$ cat src/rtl/dmem_pkg.sv
// Shared definitions for the data-memory master: FSM state encoding and
// default widths used by the block and its surroundings.
package dmem_pkg;

   // Controller states
   typedef enum logic [1:0] {
      ST_IDLE  = 2'd0,
      ST_WRITE = 2'd1,
      ST_READ  = 2'd2,
      ST_RESP  = 2'd3
   } state_t;

   localparam int ADDR_W_DEF  = 8;
   localparam int DATA_W_DEF  = 16;
   localparam int LEN_W_DEF   = 4;
   localparam int RD_WAIT_DEF = 1;

endpackage

$ cat src/rtl/dmem_master.sv
// Initiator side of the data-memory port. Accepts single-word stores and
// burst loads from the core, drives the Data_Memory strobes and returns
// loaded words one at a time on a response handshake.
//
// Handshake rules: a request transfers on a clock edge where req_valid and
// req_ready are both high; req_ready is only high in IDLE, so a requester
// must hold req_valid until it sees the transfer. A response word transfers
// on an edge where rsp_valid and rsp_ready are both high; rsp_valid, rsp_data
// and rsp_last are held unchanged until that edge.
module dmem_master
   import dmem_pkg::*;
#(
   parameter int ADDR_W  = ADDR_W_DEF,
   parameter int DATA_W  = DATA_W_DEF,
   parameter int LEN_W   = LEN_W_DEF,
   parameter int RD_WAIT = RD_WAIT_DEF
) (
   input  logic              clk,
   input  logic              rst_n,
   input  logic              req_valid,
   output logic              req_ready,
   input  logic              req_write,
   input  logic [ADDR_W-1:0] req_addr,
   input  logic [LEN_W-1:0]  req_len,
   input  logic [DATA_W-1:0] req_wdata,
   output logic              rsp_valid,
   input  logic              rsp_ready,
   output logic [DATA_W-1:0] rsp_data,
   output logic              rsp_last,
   output logic [ADDR_W-1:0] mem_addr,
   output logic              mem_rd,
   output logic              mem_wr,
   output logic [DATA_W-1:0] mem_wdata,
   input  logic [DATA_W-1:0] mem_rdata
);

   localparam int WAIT_W = (RD_WAIT > 1) ? $clog2(RD_WAIT) : 1;
   localparam logic [WAIT_W-1:0] WAIT_LAST = WAIT_W'(RD_WAIT - 1);

   state_t             state;
   logic [WAIT_W-1:0]  wait_cnt;   // cycles mem_rd has been held for the current word
   logic [LEN_W-1:0]   beat_cnt;   // index of the word currently being fetched
   logic [LEN_W-1:0]   len_q;      // latched burst length (words minus one)

   // Control FSM; every output is a register updated here.
   always_ff @(posedge clk or negedge rst_n) begin
      if (!rst_n) begin
         state     <= ST_IDLE;
         req_ready <= 1'b1;
         rsp_valid <= 1'b0;
         rsp_last  <= 1'b0;
         rsp_data  <= '0;
         mem_addr  <= '0;
         mem_rd    <= 1'b0;
         mem_wr    <= 1'b0;
         mem_wdata <= '0;
         wait_cnt  <= '0;
         beat_cnt  <= '0;
         len_q     <= '0;
      end else begin
         case (state)
            ST_IDLE: begin
               if (req_valid && req_ready) begin
                  req_ready <= 1'b0;
                  mem_addr  <= req_addr;
                  wait_cnt  <= '0;
                  beat_cnt  <= '0;
                  if (req_write) begin
                     mem_wdata <= req_wdata;
                     mem_wr    <= 1'b1;
                     state     <= ST_WRITE;
                  end else begin
                     len_q  <= req_len;
                     mem_rd <= 1'b1;
                     state  <= ST_READ;
                  end
               end
            end

            // Store strobe lasts exactly one cycle.
            ST_WRITE: begin
               mem_wr    <= 1'b0;
               req_ready <= 1'b1;
               state     <= ST_IDLE;
            end

            // Hold mem_rd for RD_WAIT cycles, sample R_data on the last edge.
            ST_READ: begin
               if (wait_cnt == WAIT_LAST) begin
                  rsp_data  <= mem_rdata;
                  rsp_valid <= 1'b1;
                  rsp_last  <= (beat_cnt == len_q);
                  mem_rd    <= 1'b0;
                  wait_cnt  <= '0;
                  state     <= ST_RESP;
               end else begin
                  wait_cnt <= wait_cnt + 1'b1;
               end
            end

            // Present the word; no memory access starts until it is taken.
            ST_RESP: begin
               if (rsp_ready) begin
                  rsp_valid <= 1'b0;
                  rsp_last  <= 1'b0;
                  if (rsp_last) begin
                     req_ready <= 1'b1;
                     state     <= ST_IDLE;
                  end else begin
                     beat_cnt <= beat_cnt + 1'b1;
                     mem_addr <= mem_addr + 1'b1;  // wraps modulo 2**ADDR_W
                     mem_rd   <= 1'b1;
                     state    <= ST_READ;
                  end
               end
            end

            default: begin
               state <= ST_IDLE;
            end
         endcase
      end
   end

endmodule

$ cat config.mk
export PLATFORM = sky130hd
export DESIGN_NAME = dmem_master
export DESIGN_NICKNAME = d
export VERILOG_FILES = /design/src/rtl/dmem_pkg.sv /design/src/rtl/dmem_master.sv
export SDC_FILE = /design/constraint.sdc
export NUM_CORES = 1
export LEC_CHECK = 0
export BUFFER_PORTS_ARGS = -buffer_cell sky130_fd_sc_hd__clkbuf_2
export CORE_UTILIZATION = 45
export DETAILED_ROUTE_END_ITERATION = 10
export PLACE_DENSITY_LB_ADDON = 0.05
export SLEW_MARGIN = 20
export SYNTH_ARGS = -nofsm -noshare
export SYNTH_HDL_FRONTEND = slang
export SYNTH_SLANG_ARGS = --single-unit
$ cat constraint.sdc
create_clock -name clk -period 2.37 [get_ports clk]
set_clock_uncertainty 0.1 [all_clocks]
set_input_delay 0.3555 -clock clk [delete_from_list [all_inputs] [get_ports clk]]
set_output_delay 0.3555 -clock clk [all_outputs]
set_load 0.05 [all_outputs]
==> reports/metrics.yaml <==
die:
  start_util_pct: 47.9
  row_count: 26
  die_width_um: 76.7
  die_y_um: 76.7
  core-area_mm2: 0.00524
  pin_count: 94
  dieArea_mm2: 0.00588
route:
  avgRoutedWirePerCell_um: 13.6
  maxUsedRoutingLayer: "met4"
  first_pass_iters: 4
  routed-wl-met2_mm: 2.33
  wirelength_mm: 4.96
  wl_met1_mm: 2.20
  viasPerCell: 5.33
  vias: 1944
  drc_errors: 0
  ant_nets: 0
  drtIter0Drc: 34
  dr_wl_met3_um: 375
global_route:
  antenna_found_initial: 0
  grt_pass1_vias: 1833
  grt_pass1_wl_mm: 8.47
  grtUsageTotal_pct: 18.0
  grt_overflow: 0
  grt_max_degree: 32
worst_setup_path:
  worstPathRequired_ps: 2460
  crit_fanout: 16
  startpoint_type: "flip-flop"
  rrSetupSlack_ps: 550
  rr_startpoint: "state[1]$_DFFE_PN0P_"
  arrival_ps: 1910
  end_kind: "flip-flop"
  reg2reg_to: "mem_wdata[10]$_DFFE_PN0P_"
  crit_type: "reg2reg"
  worst-r2r-cell-count: 4
synthesis:
  synth_edf_count: 0
  ys_types: 45
  synth_ff_type: "dfrtp_1"
  ys_ff_latch: 55
  synth_area_per_cell_um2: 12.9
  syn_inst: 195
  synth_top_cell_by_area: "dfrtp_1"
  yosys_warnings: 0
  syn_nets: 246
  synthTopCellsByArea: "dfrtp_1, mux2_2, mux2_4"
  post_synth_instance_area_mm2: 0.00251
  synth_top_area_share_pct: 53.8
  ys_seq_area_share_pct: 54.9
  synth_async_sr_flop_share_pct: 100
cts:
  cts_buffers: 5
  clkSlewWorstSetupHoldPaths_ps: 100
  cts-htree-levels: 2
  cts_setup_buffers: 0
  root_buffer: "clkbuf_8"
  clock_path_buffers: 2
  cts_sinks: 55
  cts_resized: 0
  cts_hold_buf: 0
  cts_tree: "yes"
  insertion_delay_ps: 300
timing:
  setup_violations: 0
  clock.fmax_mhz: 549
  maxSlewHeadroom_pct: 49.2
  finalSetupTns_ps: 0
  period_minus_slack_ps: 1820
  rsz0062_at_grt: "false"
  slew_violations: 0
  hold_viol_final: 0
  min_period_over_period_pct: 76.8
  worst_pin_slew_ps: 763
placed_design:
  port-buffer-count: 93
  dp_hpwl_mm: 3.67
  place_congestion: 0.744
  dpl_cell_area_mm2: 0.00307
finish:
  n_antenna_cell: 0
  fillers: 453
  synthToLayoutAreaGrowth_pct: 25.8
  finalInstanceArea_mm2: 0.00316
  drive_gt1_share_pct: 51.2
  num-nets-final: 345
status:
  status: "finished, final reports clean"
run:
  cap_violations: 0
min_path:
  hold_class: "in2async"
[cell families after synthesis]
| logic type | after synthesis | share of synthesized area [%] |
|---|---|---|
| mux | 37 | 18.0 |
| xor+xnor | 4 | 1.40 |
| buf+inv | 14 | 2.84 |
| flops | 55 | 54.9 |
| fa+ha+maj | 2 | 0.996 |
| simple gates | 42 | 10.6 |
| compound gates | 41 | 11.3 |
[cell usage in the layout (no fill, tap or decap), types with 4 or more instances in the layout]
cell type	Yosys	routed
clkbuf_2	0	93
dfrtp_1	54	54
mux2_2	26	26
nand3_1	12	12
mux2_4	10	10
a21oi_1	8	8
buf_4	0	8
nand2_1	7	7
o21ai_0	7	7
o211ai_1	6	6
inv_1	5	5
clkbuf_8	0	5
a2bb2oi_1	4	4
[sequential cells by signal (all words and copies together) (netlist names), 2 cells and up]
register   flops
beat_cnt       4
len_q          4
mem_addr       8
mem_wdata     16
rsp_data      16
state          2
[metal layers]
metal | track usage (%) | up-vias
met5 | 0 | -
met4 | 5.19 | 0
met3 | 4.40 | 6
met2 | 28.5 | 79
met1 | 24.6 | 941
li1 | - | 918
[worst max-delay path, stage by stage (launching register included)]
cell and delay [ps]:
dfrtp_1 520, buf_4 230, and4bb_4 270, nand2_4 230, mux2_2 370
[worst max path at each step]
| stage | from | to | slack, ps | cells past startpoint |
|---|---|---|---|---|
| 6_report | state[1]$_DFFE_PN0P_ | mem_wdata[10]$_DFFE_PN0P_ | 550 | 4 |
| 5_1_grt | state[1]$_DFFE_PN0P_ | len_q[0]$_DFFE_PN0P_ | 450 | 3 |
| 4_1_cts | state[1]$_DFFE_PN0P_ | len_q[0]$_DFFE_PN0P_ | 550 | 3 |
| 3_5_place_dp | req_ready$_DFFE_PN1P_ | len_q[2]$_DFFE_PN0P_ | 560 | 3 |
| 3_3_place_gp | state[1]$_DFFE_PN0P_ | mem_wdata[13]$_DFFE_PN0P_ | 580 | 4 |
| 2_1_floorplan | req_ready$_DFFE_PN1P_ | mem_wdata[0]$_DFFE_PN0P_ | 580 | 4 |
[synth_stat cells, types with 3 or more instances]
| master | n |
|---|---|
| a21oi_1 | 8 |
| o211ai_1 | 6 |
| xor2_1 | 3 |
| nand3_1 | 12 |
| clkbuf_1 | 4 |
| mux2_2 | 26 |
| nor2_1 | 3 |
| dfrtp_1 | 54 |
| a22oi_1 | 3 |
| inv_1 | 5 |
| a2bb2oi_1 | 4 |
| mux2_4 | 10 |
| nand2_1 | 7 |
| o21ai_0 | 7 |
| buf_2 | 3 |
[layout make-up]
| class | count | area, um^2 | area share [%] |
|---|---|---|---|
| Sequential cell | 55 | 1380 | 43.6 |
| Tap cell | 70 | 87.6 | 2.77 |
| Timing Repair Buffer | 101 | 526 | 16.6 |
| Clock buffer | 5 | 68.8 | 2.18 |
| Clock inverter | 3 | 18.8 | 0.594 |
| Multi-Input combinational cell | 126 | 1060 | 33.6 |
| Inverter | 5 | 18.8 | 0.594 |
[through the flow]
stage | hold WS, ps | cells | worst slack (ps) | util (%)
2_1_floorplan | -40.1 | 195 | 585 | -
3_3_place_gp | 359 | 357 | 575 | 58.6
3_5_place_dp | 365 | 357 | 561 | 58.6
4_1_cts | 29.4 | 365 | 547 | 60.3
5_1_grt | 58.1 | 365 | 447 | 60.3
6_report | 5.76 | 365 | 549 | 60.3
Power is left out: the tool's default activity adds up to more than one toggle a clock period on the data nets, which glitch-free logic cannot reach.
